`config.mk`:
```
export PLATFORM = sky130hd
export DESIGN_NAME = gps_gen_sequencer
export DESIGN_NICKNAME = d
export VERILOG_FILES = /design/src/rtl/gps_gen_sequencer.sv
export SDC_FILE = /design/constraint.sdc
export NUM_CORES = 1
export LEC_CHECK = 0
export CAP_MARGIN = 10
export CORE_UTILIZATION = 30
export CTS_CLUSTER_SIZE = 8
export DETAILED_ROUTE_END_ITERATION = 10
export GPL_ROUTABILITY_DRIVEN = 0
export GPL_TIMING_DRIVEN = 0
export SLEW_MARGIN = 0
export SYNTH_ARGS = -nofsm -noshare
export SYNTH_HDL_FRONTEND = slang
export SYNTH_SLANG_ARGS = --single-unit
```
`constraint.sdc`:
```
create_clock -name clk_in -period 1.99 [get_ports clk_in]
set_input_delay 0.4975 -clock clk_in [delete_from_list [all_inputs] [get_ports clk_in]]
set_output_delay 0.4975 -clock clk_in [all_outputs]
set_load 0.1 [all_outputs]
```
`src/rtl/gps_gen_sequencer.sv`:
```
// Epoch/bit sequencer for the GPS signal generator: latches the satellite setup,
// primes the C/A generator and frames nav data bits into words and subframes.
module gps_gen_sequencer #(
  parameter int EPOCHS_PER_BIT     = 20,
  parameter int BITS_PER_WORD      = 30,
  parameter int WORDS_PER_SUBFRAME = 10,
  parameter int CA_PHASE_W         = 10,
  parameter int DOPPLER_W          = 16,
  parameter int N_SAT_W            = 5
) (
  input  logic                  clk_in,
  input  logic                  rst_in,
  input  logic                  enable_in,
  input  logic [N_SAT_W-1:0]    n_sat_in,
  input  logic [CA_PHASE_W-1:0] ca_phase_in,
  input  logic [DOPPLER_W-1:0]  doppler_in,
  input  logic                  use_msg_preset_in,
  input  logic                  code_phase_done_in,
  input  logic                  msg_bit_in,
  input  logic                  msg_valid_in,
  output logic                  msg_ready_out,
  output logic                  ca_load_out,
  output logic [N_SAT_W-1:0]    n_sat_out,
  output logic [CA_PHASE_W-1:0] ca_phase_out,
  output logic [DOPPLER_W-1:0]  doppler_out,
  output logic                  nco_en_out,
  output logic                  data_bit_out,
  output logic                  bit_strobe_out,
  output logic                  word_strobe_out,
  output logic                  subframe_strobe_out,
  output logic                  underrun_out
);

  localparam int EPOCH_W = (EPOCHS_PER_BIT > 1) ? $clog2(EPOCHS_PER_BIT) : 1;
  localparam int BIT_W   = (BITS_PER_WORD > 1) ? $clog2(BITS_PER_WORD) : 1;
  localparam int WORD_W  = (WORDS_PER_SUBFRAME > 1) ? $clog2(WORDS_PER_SUBFRAME) : 1;
  localparam logic [EPOCH_W-1:0] EPOCH_LAST = EPOCH_W'(EPOCHS_PER_BIT - 1);
  localparam logic [BIT_W-1:0]   BIT_LAST   = BIT_W'(BITS_PER_WORD - 1);
  localparam logic [WORD_W-1:0]  WORD_LAST  = WORD_W'(WORDS_PER_SUBFRAME - 1);
  localparam logic [7:0]         PREAMBLE   = 8'b1000_1011;

  typedef enum logic [1:0] {
    IDLE  = 2'd0,
    LOAD  = 2'd1,
    PRIME = 2'd2,
    RUN   = 2'd3
  } state_t;

  state_t              state_r, state_s;
  logic [EPOCH_W-1:0]  epoch_cnt_r, epoch_cnt_s;
  logic [BIT_W-1:0]    bit_cnt_r, bit_cnt_s;
  logic [WORD_W-1:0]   word_cnt_r, word_cnt_s;
  logic                buf_full_r, buf_full_s;
  logic                buf_bit_r, buf_bit_s;
  logic                preset_r, preset_s;
  logic [2:0]          preset_idx_r, preset_idx_s;

  logic                  msg_ready_s, ca_load_s, nco_en_s, data_bit_s, underrun_s;
  logic                  bit_strobe_s, word_strobe_s, subframe_strobe_s;
  logic [N_SAT_W-1:0]    n_sat_s;
  logic [CA_PHASE_W-1:0] ca_phase_s;
  logic [DOPPLER_W-1:0]  doppler_s;

  logic transfer_s, consume_s, have_bit_s, head_bit_s;

  // In preset mode the buffer is never empty; the head bit walks the preamble MSB first.
  assign transfer_s = msg_valid_in & msg_ready_out;
  assign have_bit_s = preset_r | buf_full_r;
  assign head_bit_s = preset_r ? PREAMBLE[3'd7 - preset_idx_r] : buf_bit_r;

  // Next-state, counter, buffer and output computation.
  always_comb begin
    state_s           = state_r;
    epoch_cnt_s       = epoch_cnt_r;
    bit_cnt_s         = bit_cnt_r;
    word_cnt_s        = word_cnt_r;
    buf_full_s        = buf_full_r;
    buf_bit_s         = buf_bit_r;
    preset_s          = preset_r;
    preset_idx_s      = preset_idx_r;
    ca_load_s         = 1'b0;
    n_sat_s           = n_sat_out;
    ca_phase_s        = ca_phase_out;
    doppler_s         = doppler_out;
    nco_en_s          = nco_en_out;
    data_bit_s        = data_bit_out;
    bit_strobe_s      = 1'b0;
    word_strobe_s     = 1'b0;
    subframe_strobe_s = 1'b0;
    underrun_s        = underrun_out;
    consume_s         = 1'b0;

    if (!enable_in) begin
      state_s      = IDLE;
      epoch_cnt_s  = '0;
      bit_cnt_s    = '0;
      word_cnt_s   = '0;
      buf_full_s   = 1'b0;
      buf_bit_s    = 1'b0;
      preset_idx_s = 3'd0;
      nco_en_s     = 1'b0;
      data_bit_s   = 1'b0;
    end else begin
      case (state_r)
        IDLE: begin
          state_s      = LOAD;
          ca_load_s    = 1'b1;
          n_sat_s      = n_sat_in;
          ca_phase_s   = ca_phase_in;
          doppler_s    = doppler_in;
          underrun_s   = 1'b0;
          epoch_cnt_s  = '0;
          bit_cnt_s    = '0;
          word_cnt_s   = '0;
          preset_idx_s = 3'd0;
          preset_s     = use_msg_preset_in;
          buf_full_s   = 1'b0;
        end
        LOAD: state_s = PRIME;
        PRIME: begin
          if (have_bit_s) begin
            consume_s         = 1'b1;
            data_bit_s        = head_bit_s;
            bit_strobe_s      = 1'b1;
            word_strobe_s     = 1'b1;
            subframe_strobe_s = 1'b1;
            nco_en_s          = 1'b1;
            state_s           = RUN;
          end else begin
            state_s = PRIME;
          end
        end
        RUN: begin
          if (code_phase_done_in && (epoch_cnt_r == EPOCH_LAST)) begin
            epoch_cnt_s  = '0;
            bit_strobe_s = 1'b1;
            doppler_s    = doppler_in;
            if (have_bit_s) begin
              consume_s  = 1'b1;
              data_bit_s = head_bit_s;
            end else begin
              data_bit_s = 1'b0;
              underrun_s = 1'b1;
            end
            if (bit_cnt_r == BIT_LAST) begin
              bit_cnt_s  = '0;
              word_cnt_s = (word_cnt_r == WORD_LAST) ? '0 : word_cnt_r + 1'b1;
            end else begin
              bit_cnt_s = bit_cnt_r + 1'b1;
            end
            word_strobe_s     = (bit_cnt_s == '0);
            subframe_strobe_s = (bit_cnt_s == '0) && (word_cnt_s == '0);
          end else if (code_phase_done_in) begin
            epoch_cnt_s = epoch_cnt_r + 1'b1;
          end else begin
            epoch_cnt_s = epoch_cnt_r;
          end
        end
        default: state_s = IDLE;
      endcase

      // A same-cycle transfer lands after the consume, so it refills for the next boundary.
      if (consume_s && preset_r) begin
        preset_idx_s = preset_idx_r + 3'd1;
      end else if (consume_s) begin
        buf_full_s = 1'b0;
      end else begin
        preset_idx_s = preset_idx_s;
      end
      if (transfer_s) begin
        buf_full_s = 1'b1;
        buf_bit_s  = msg_bit_in;
      end else begin
        buf_bit_s = buf_bit_s;
      end
    end

    msg_ready_s = ((state_s == PRIME) || (state_s == RUN)) && !preset_s && !buf_full_s;
  end

  // State, counters, buffer and registered outputs.
  always_ff @(posedge clk_in or posedge rst_in) begin
    if (rst_in) begin
      state_r             <= IDLE;
      epoch_cnt_r         <= '0;
      bit_cnt_r           <= '0;
      word_cnt_r          <= '0;
      buf_full_r          <= 1'b0;
      buf_bit_r           <= 1'b0;
      preset_r            <= 1'b0;
      preset_idx_r        <= 3'd0;
      msg_ready_out       <= 1'b0;
      ca_load_out         <= 1'b0;
      n_sat_out           <= '0;
      ca_phase_out        <= '0;
      doppler_out         <= '0;
      nco_en_out          <= 1'b0;
      data_bit_out        <= 1'b0;
      bit_strobe_out      <= 1'b0;
      word_strobe_out     <= 1'b0;
      subframe_strobe_out <= 1'b0;
      underrun_out        <= 1'b0;
    end else begin
      state_r             <= state_s;
      epoch_cnt_r         <= epoch_cnt_s;
      bit_cnt_r           <= bit_cnt_s;
      word_cnt_r          <= word_cnt_s;
      buf_full_r          <= buf_full_s;
      buf_bit_r           <= buf_bit_s;
      preset_r            <= preset_s;
      preset_idx_r        <= preset_idx_s;
      msg_ready_out       <= msg_ready_s;
      ca_load_out         <= ca_load_s;
      n_sat_out           <= n_sat_s;
      ca_phase_out        <= ca_phase_s;
      doppler_out         <= doppler_s;
      nco_en_out          <= nco_en_s;
      data_bit_out        <= data_bit_s;
      bit_strobe_out      <= bit_strobe_s;
      word_strobe_out     <= word_strobe_s;
      subframe_strobe_out <= subframe_strobe_s;
      underrun_out        <= underrun_s;
    end
  end

endmodule

```
# After elaboration in Yosys (flattened, before gate mapping)
# Memory sizes are Yosys's and may differ from the RTL's.
# Index checks and enable logic that the tools add are counted.
[word_totals]
ff_bits = 61
mem_bits_ro = 8
in_bits = 38
output_inout_bits = 39
mem_count = 1
[classes]
add_sub_neg = 5
n_lt_le_gt_ge = 1
n_eq_ne = 19
n_mux = 64
bitwise_logic = 2
reduce_logical = 19
[mem_list]
columns = ["memory", "depth", "width", "rd", "rd_ports_with_merged_regs", "wr", "line_no", "source"]
rows = [
  ["(name not given)", 8, 1, 1, 0, 0, "69", "assign head_bit_s = preset_r ? PREAMBLE[3'd7 - preset_idx_r] : buf_bit_r;"],
]
[ops]
columns = ["cell", "count"]
rows = [
  ["$mux 5", 9],
  ["$mux 1", 32],
  ["$pmux 16 s2", 1],
  ["$mux 4", 7],
  ["$pmux 5 s2", 2],
  ["$mux 16", 1],
  ["$pmux 1 s2", 6],
  ["$add 5x1->5 const B", 2],
  ["$eq 5x5->1 const B", 2],
  ["$mux 3", 3],
  ["$ne 3x1->1 const B", 3],
  ["$eq 2x2->1 const B", 4],
  ["$pmux 4 s2", 1],
  ["$reduce_and 2->1", 4],
  ["$ne 2x1->1 const B", 3],
  ["$ne 3x3->1 const B", 2],
  ["$pmux 2 s3", 1],
  ["$reduce_and 3->1", 2],
  ["$logic_and 1x1->1", 5],
  ["$logic_not 5->1", 1],
  ["$add 4x1->4 const B", 1],
  ["$eq 4x4->1 const B", 1],
  ["$logic_not 4->1", 1],
  ["$lt 3x4->1 const B", 1],
  ["other kinds (13)", 15],
]

# Logic depth before layout (Yosys ltp)
# Gate-level depths: netlist of run 1.
[logic_depth]
depth_word = 11
mapped_depth = 6
depth_no_buf = 6

# Least setup slack after synthesis of run 1
# OpenSTA, ideal clock, no wires.
[synth_path]
path_type = "register to register"
from = "register epoch_cnt_r[0]"
to = "register doppler_out[15]"
setup_time_ps = 126
t_arrival_ps = 1704
path_slack_ps = 161
path_stages_with_launch = 7
path_buffers = 1
cell_sequence = "dfrtp_1 -> ha_1 -> nand4bb_4 -> nor3_4 -> o21ai_2 -> buf_2 -> mux2_2"
[synth_via]
elab_chain_cells = 4
[synth_lines]
columns = ["element", "line_no", "source"]
rows = [
  ["start, declared", "50", "logic [EPOCH_W-1:0] epoch_cnt_r, epoch_cnt_s;"],
  ["start signal, assigned", "205", "epoch_cnt_r <= epoch_cnt_s;"],
  ["$eq 5x5->1", "134", "if (code_phase_done_in && (epoch_cnt_r == EPOCH_LAST)) begin"],
  ["$logic_and 1x1->1", "134", ""],
  ["$ne 2x2->1 (no source line)", "-", ""],
  ["$reduce_and 3->1 (no source line)", "-", ""],
  ["end signal, assigned", "216", "doppler_out <= doppler_s;"],
  ["end, declared", "25", "output logic [DOPPLER_W-1:0] doppler_out,"],
]
# No other way between the ends.
# A chain may end at the register's enable or synchronous reset.

# Final worst setup path of run 1
[layout_path]
from = "input port code_phase_done_in"
to = "register doppler_out[1]"
[layout_via]
elab_chain_cells = 3
[layout_lines]
columns = ["element", "line_no", "source"]
rows = [
  ["start, declared", "18", "input logic code_phase_done_in,"],
  ["$logic_and 1x1->1", "134", ""],
  ["$ne 2x2->1 (no source line)", "-", ""],
  ["$reduce_and 3->1 (no source line)", "-", ""],
]
# No other way between the ends.

==> results of run 1 <==
-- sequential cells by signal, summed over array words and instances, names as in the netlist, 2 cells and up --
signal	count
bit_cnt_r	5
n_sat_out	5
ca_phase_out	10
epoch_cnt_r	5
doppler_out	16
preset_idx_r	3
word_cnt_r	4
state_r	2
-- critical path, delay by kind of cell --
kind            cells  cell delay (ns)
buf+inv             2             0.79
mux                 1             0.35
simple gates        2             0.29
compound gates      1             0.27
-- worst paths after layout --
check	startpoint	to
min reg2reg	nco_en_out	nco_en_out
max in group asynchronous	rst_in	doppler_out[13]
max	code_phase_done_in	doppler_out[1]
max reg2reg	epoch_cnt_r[0]	doppler_out[1]
min in group asynchronous	rst_in	ca_phase_out[0]
min	nco_en_out	nco_en_out
-- metrics by stage --
step / setup TNS (ns) / total power (W) / util [%] / hold WS [ns]
2_1_floorplan: 0 / 0.003174 / - / 0.4721
3_3_place_gp: -12.17 / 0.003699 / 41.47 / 0.4844
3_5_place_dp: -12.05 / 0.003713 / 41.70 / 0.4872
4_1_cts: 0 / 0.005008 / 45.19 / 0.5035
5_1_grt: -0.4101 / 0.005147 / 45.14 / 0.5178
6_report: 0 / 0.004958 / 45.14 / 0.4945
-- cells by family (layout without fill, tap and decap cells) --
group                    after synthesis  in the layout  share of synthesized area, %
flip-flops                            61             61                         55.10
XOR/XNOR                               3              3                        0.9487
adder cells (fa/ha/maj)                4              4                         1.807
AND/OR/NAND/NOR                       64             64                         14.36
multiplexers                          33             33                         13.41
buffers and inverters                 17            110                         2.529
AO/OA/AOI/OAI                         50             50                         11.83
-- layout make-up --
class	count	share of cell area, %
flip-flops and latches	61	38.22
plain buffers	6	0.7519
clock inverters	6	2.788
clock buffers	10	3.195
multi-input cells	154	29.82
well taps	108	3.383
inverters	10	1.034
repair buffers	78	20.80
-- power groups by stage --
stage,Clock (W),Combinational [W],Sequential [W]
5_1_grt,0.00142,0.00216,0.00156
2_1_floorplan,0,0.000305,0.00287
3_5_place_dp,0,0.00216,0.00156
4_1_cts,0.00136,0.00211,0.00153
3_3_place_gp,0,0.00215,0.00155
6_report,0.00133,0.00210,0.00153
-- metal layers --
metal	wire length (um)	global-route usage, %	vias up
met2	2933	21.56	67
met1	2716	16.55	1012
met4	35	3.497	0
li1	-	-	1029
met5	0	0	-
met3	351	4.939	5
-- Yosys cell counts (3+ instances only) --
cell type	n	area [um^2]
sky130_fd_sc_hd__dfrtp_1	61	1526
sky130_fd_sc_hd__ha_1	4	50.05
sky130_fd_sc_hd__a31oi_1	5	31.28
sky130_fd_sc_hd__o21a_1	4	30.03
sky130_fd_sc_hd__a21boi_0	3	22.52
sky130_fd_sc_hd__nor2b_1	7	43.79
sky130_fd_sc_hd__a21oi_1	9	45.04
sky130_fd_sc_hd__nand2_1	14	52.55
sky130_fd_sc_hd__mux2_2	33	371.6
sky130_fd_sc_hd__inv_1	10	37.54
sky130_fd_sc_hd__nand2b_1	4	25.02
sky130_fd_sc_hd__nand3_1	5	25.02
sky130_fd_sc_hd__buf_2	5	25.02
sky130_fd_sc_hd__o21ai_0	11	55.05
sky130_fd_sc_hd__nand4_1	3	18.77
sky130_fd_sc_hd__nor2_1	8	30.03
sky130_fd_sc_hd__and2_1	3	18.77
sky130_fd_sc_hd__nor3_1	4	20.02
sky130_fd_sc_hd__o22ai_1	3	18.77
sky130_fd_sc_hd__xor2_1	3	26.28
-- what timing repair did --
item / 4_1_cts / 5_1_grt
resized for setup: 119 / 3
setup buffers: 1 / 0
endpoints found under the hold margin: 0 / 0
hold buffers: 0 / 0
pin swaps: 1 / 0
setup endpoints to repair: 54 / 20
==> summary.txt, run 1 <==
Final layout
  – Sequential Area: 1526 um^2
  – Finished Cell Area: 3994 um^2
  – Fillcell total: 825
  – Number of inserted diodes: 0
  – Leading cell type in the layout, fill and taps excluded: sky130_fd_sc_hd__dfrtp_1
  – Count of nets after finishing: 362
  – Number of standard cells in the layout, taps in and fillers out: 433
  – Area used by multi-input combinational logic: 1191 um^2
  – Fraction of final layout cells sized beyond drive strength 1: 31.08%
  – Area added between synthesis and finish: 44.17%
  – Most used cells in the layout excluding fill and tap cells: 61 x sky130_fd_sc_hd__dfrtp_1, 38 x sky130_fd_sc_hd__clkdlybuf4s15_2, 37 x sky130_fd_sc_hd__clkdlybuf4s50_1

Timing
  – Min Tclk post-route: 1.972 ns
  – Relative slew slack: 45.11%
  – Setup violators final: 0
  – Maximum clock skew at final layout: 0.008031 ns
  – Fin. max-slew vios: 0
  – RSZ-0062 raised after global routing: yes
  – Peak Freq: 507.2 MHz
  – Worst-Margin Slew: 0.8147 ns
  – Final Hold Vio Count: 0
  – Smallest setup slack after layout: 0.01821 ns
  – Part of the cycle the worst path needs: 99.08%

Power
  – Internal power: 0.002755 W
  – Clock share of power: 26.8%
  – Power per unit of standard cell area: 1241 nW/um^2
  – Switching power summed over all nets: 0.002203 W
  – Logic gate share of total power: 42.4%
  – Leakage Power: 1.656 nW
  – Proportion of power drawn by flip-flops and latches: 30.9%
  – Worst voltage drop across the vdd grid: 564.9 uV
  – Sw frac: 44.44%

GRT
  – GRT Total Usage: 13.25%
  – Residual overflow from global routing: 0
  – Via count of the first global-routing pass: 2,131
  – First-pass GRT wire length: 10,090 um
  – Number of antenna violations at the first check in global routing: 0
  – Largest net degree at the start of global routing: 33

Worst hold path
  – Worst Hold Class: reg -> reg
  – Cell count of the worst hold path: 1

Floorplanning
  – Initial cell density of the core: 31.31%
  – Placement row count: 34
  – Die area: 9622 um^2
  – Area of the placeable core: 8848 um^2
  – Die width: 98.09 um
  – DIE HEIGHT: 98.09 um
  – Number of I/O pins: 77

Setup path
  – CP Cell Sequence: clkdlybuf4s50_1 > nand2_1 > nor3_4 > o21ai_4 > buf_4 > mux2_2
  – Slowest library cell on the worst path: sky130_fd_sc_hd__clkdlybuf4s50_1
  – Kind of end point of the critical path: flop
  – Critical path start-end classification: in -> reg
  – R2R Setup Slk: 0.06 ns
  – Delay of the slowest cell on the worst path: 0.53 ns
  – CP Launch Type: input pin
  – Critical Path RT: 2.22 ns
  – Critical Path AT: 2.20 ns
  – Number of cell instances on the worst register-to-register path: 6
  – Worst Path Max Fanout: 10

Clock network
  – Worst-skew pair later-pin latency: 0.34 ns
  – CTS clock-pin slew for the worst setup and hold paths: 0.07 ns
  – Number of CTS-inserted buffers: 9
  – Number of sinks driven by the clock tree: 61
  – Clk root buf: sky130_fd_sc_hd__clkbuf_8
  – H-tree levels: 3
  – CTS tree: done
  – Number of buffers on the longest clock path: 2

Status
  – Result of the run: complete, but fails checks
  – Violations in the final reports: design-rule violations

Yosys
  – Portion of the post-synthesis area used by sequential elements: 55.10%
  – Number of synthesized flops with an enable pin: 0
  – Syn avg cell area: 11.94 um^2
  – Number of warnings reported in the yosys synthesis log: 0
  – Flops & latches, synth: 61
  – Number of standard cells after synthesis: 232
  – Synthesized cell area: 2770 um^2
  – Ys flop type: sky130_fd_sc_hd__dfrtp_1
  – Total nets after synthesis: 274
  – Number of different library cells in the post-synthesis netlist: 45
  – Share of async-settable or async-resettable flops after synthesis: 100.0%

Drt
  – Average wire per cell in the routed design: 13.94 um
  – DRC viols: 7
  – Detailed-route vias per instance: 4.880
  – Number of routed nets with antenna violations: 0
  – Number of DRC markers in iteration 0: 79
  – Via Count: 2,113
  – Detailed-routing iteration count for the pre-antenna-repair pass: 9
  – Total routed wirelength: 6036 um

Placement
  – Cells after DPL: 417
  – Half-perimeter wire length of the detailed placement result: 4288 um
  – Placed inst area: 3690 um^2
  – Worst setup slack after placement: -0.5277 ns
  – Number of port buffers: 76

Run
  – # Max-Cap Violations: 0
No activity file was read; power rests on OpenSTA's default activity.
==> run 2, diff against run 1 <==
--- a/config.mk
+++ b/config.mk
@@ -11,6 +11,7 @@
 export DETAILED_ROUTE_END_ITERATION = 10
 export GPL_ROUTABILITY_DRIVEN = 0
 export GPL_TIMING_DRIVEN = 0
+export REMOVE_ABC_BUFFERS = 1
 export SLEW_MARGIN = 0
 export SYNTH_ARGS = -nofsm -noshare
 export SYNTH_HDL_FRONTEND = slang
==> constraint.sdc (replaced) <==
create_clock -name clk_in -period 1.99 [get_ports clk_in]
set_input_delay 0.4975 -clock clk_in [delete_from_list [all_inputs] [get_ports clk_in]]
set_output_delay 0.4975 -clock clk_in [all_outputs]
set_load 0.005 [all_outputs]
==> run 2 against run 1 <==
  * The flow still finishes with violations (design-rule violations)
  * Clock-buffer cell count stayed put
  * Sequential cell count unchanged
  * Largest power group is now sequential cells
  * Power fell by 26%
  * Critical path type is now reg -> reg
  * Final cell count is 0.92% lower
==> summary.txt, run 2 (synthesis gave the netlist of run 1 again) <==
Status
  – Result of the run: complete, but fails checks
  – Violations in the final reports: design-rule violations

Drt
  – Total routed wirelength: 5894 um
  – Routed wl met3: 340 um
  – Detailed-routing iteration count for the pre-antenna-repair pass: 8
  – Number of routed nets with antenna violations: 0
  – Length of routed wiring on met1: 2797 um
  – DRC viols: 6
  – Via Count: 2,080
  – Average wire per cell in the routed design: 13.74 um
  – Highest metal layer used by the detailed router: met4
  – Detailed-route vias per instance: 4.848
  – Number of DRC markers in iteration 0: 75
  – Total met2 wirelength after detailed routing: 2706 um

Worst hold path
  – Cell count of the worst hold path: 1
  – Worst Hold Class: reg -> reg

Setup path
  – Worst path buffer plus inverter count: 0
  – Critical path's top delay family: simple AND/OR/NAND/NOR gates
  – CP Cell Sequence: ha_2 > nand4bb_4 > or3_4 > or3_1 > a31oi_1
  – Delay of the slowest cell on the worst path: 0.43 ns
  – Critical path start-end classification: reg -> reg
  – Slowest library cell on the worst path: sky130_fd_sc_hd__or3_4
  – Critical Path AT: 2.11 ns
  – Critical Path RT: 2.25 ns
  – Worst Path Max Fanout: 5
  – Number of cell instances on the worst register-to-register path: 5
  – Kind of end point of the critical path: flop
  – Critical path depth in cells: 5
  – CP Launch Type: flop

Clock network
  – Clk root buf: sky130_fd_sc_hd__clkbuf_8
  – H-tree levels: 3
  – CTS tree: done
  – Number of buffers on the longest clock path: 2
  – CTS clock-pin slew for the worst setup and hold paths: 0.07 ns
  – Number of sinks driven by the clock tree: 61
  – Worst-skew pair later-pin latency: 0.34 ns
  – Number of CTS-inserted buffers: 9

Placement
  – Number of port buffers: 76
  – Half-perimeter wire length of the detailed placement result: 4161 um
  – Placed inst area: 3654 um^2
  – Cells after DPL: 410

Timing
  – Maximum clock skew at final layout: 0.01041 ns
  – Worst-Margin Slew: 0.7312 ns
  – Final Hold Vio Count: 0
  – Min Tclk post-route: 1.854 ns
  – Setup violators final: 0
  – RSZ-0062 raised after global routing: no
  – Fin. max-slew vios: 0
  – Part of the cycle the worst path needs: 93.16%
  – Peak Freq: 539.4 MHz
  – Relative slew slack: 50.74%

Final layout
  – Finished Cell Area: 3950 um^2
  – Largest Register: doppler_out
  – Leading cell type in the layout, fill and taps excluded: sky130_fd_sc_hd__clkdlybuf4s50_1
  – Area added between synthesis and finish: 42.59%
  – Largest register FFs: 16
  – Fraction of final layout cells sized beyond drive strength 1: 20.56%
  – Number of standard cells in the layout, taps in and fillers out: 429
  – Number of inserted diodes: 0
  – Biggest regs: doppler_out (16), ca_phase_out (10)
  – Most used cells in the layout excluding fill and tap cells: 74 x sky130_fd_sc_hd__clkdlybuf4s50_1, 59 x sky130_fd_sc_hd__dfrtp_1, 33 x sky130_fd_sc_hd__mux2_2
  – Final core area utilization: 44.64%
  – Count of nets after finishing: 358

Power
  – Internal power: 0.002811 W
  – Logic gate share of total power: 22.1%
  – Clock share of power: 35.9%
  – Switching power summed over all nets: 0.0008631 W
  – Power per unit of standard cell area: 930.1 nW/um^2
  – Leakage Power: 1.629 nW
  – Sw frac: 23.49%
  – Total chip power: 0.003674 W
  – Proportion of power drawn by flip-flops and latches: 42.0%
  – Worst voltage drop across the vdd grid: 492.5 uV

Run
  – # Max-Cap Violations: 0

Floorplanning
  – Number of I/O pins: 77
  – Die width: 98.09 um
  – Die area: 9622 um^2
  – Area of the placeable core: 8848 um^2
  – Placement row count: 34
  – Initial cell density of the core: 31.31%
  – DIE HEIGHT: 98.09 um

GRT
  – Via count of the first global-routing pass: 1,990
  – Residual overflow from global routing: 0
  – First-pass GRT wire length: 9604 um
  – GRT Total Usage: 12.75%
  – Number of antenna violations at the first check in global routing: 0
  – Largest net degree at the start of global routing: 39
==> run 2: worst paths after layout <==
path	slack, ns	from	end
setup reg to reg	0.14	epoch_cnt_r[0]	bit_cnt_r[2]
hold reg to reg	0.50	nco_en_out	nco_en_out
hold / removal	0.50	nco_en_out	nco_en_out
min in group asynchronous	0.53	rst_in	doppler_out[12]
setup / recovery	0.14	epoch_cnt_r[0]	bit_cnt_r[2]
max in group asynchronous	0.86	rst_in	state_r[1]
==> run 2: power by group through the flow <==
stage / Combinational, W / Clock, W / Sequential (W)
finish: 0.000813 / 0.00132 / 0.00154
detailed placement: 0.000810 / 0 / 0.00157
global placement: 0.000797 / 0 / 0.00156
floorplan: 0.000283 / 0 / 0.00157
CTS: 0.000818 / 0.00135 / 0.00154
global route: 0.000872 / 0.00140 / 0.00158
==> run 2: timing repair <==
action                                  in CTS  in global routing
endpoints found under the setup margin      43                 17
resized for setup                            5                  7
setup buffers                                0                  3
pin swaps                                    0                  2
hold buffers                                 0                  0
==> run 2: area by class of cell <==
type / instances / area (um^2)
clock buffer: 10 / 127.6
clock inverter: 6 / 111.4
fill: 826 / 4898
inverter: 10 / 37.54
multi-input combinational: 154 / 1196
sequential: 61 / 1529
tap: 108 / 135.1
timing repair buffer: 80 / 813.3
==> run 2: stage by stage <==
step	worst slack (ns)	hold slack [ns]	TNS (ns)
floorplan	-0.02054	0.4721	-1.253
global placement	-1.185	0.4796	-97.79
detailed placement	-0.6707	0.4835	-25.53
CTS	0.02118	0.4989	0
global route	0.03862	0.5250	0
finish	0.1362	0.5010	0
==> run 2: layer usage <==
layer	track usage [%]	vias up
met5	0	-
met4	4.312	0
met3	4.223	7
met2	19.28	52
met1	17.12	999
li1	-	1022
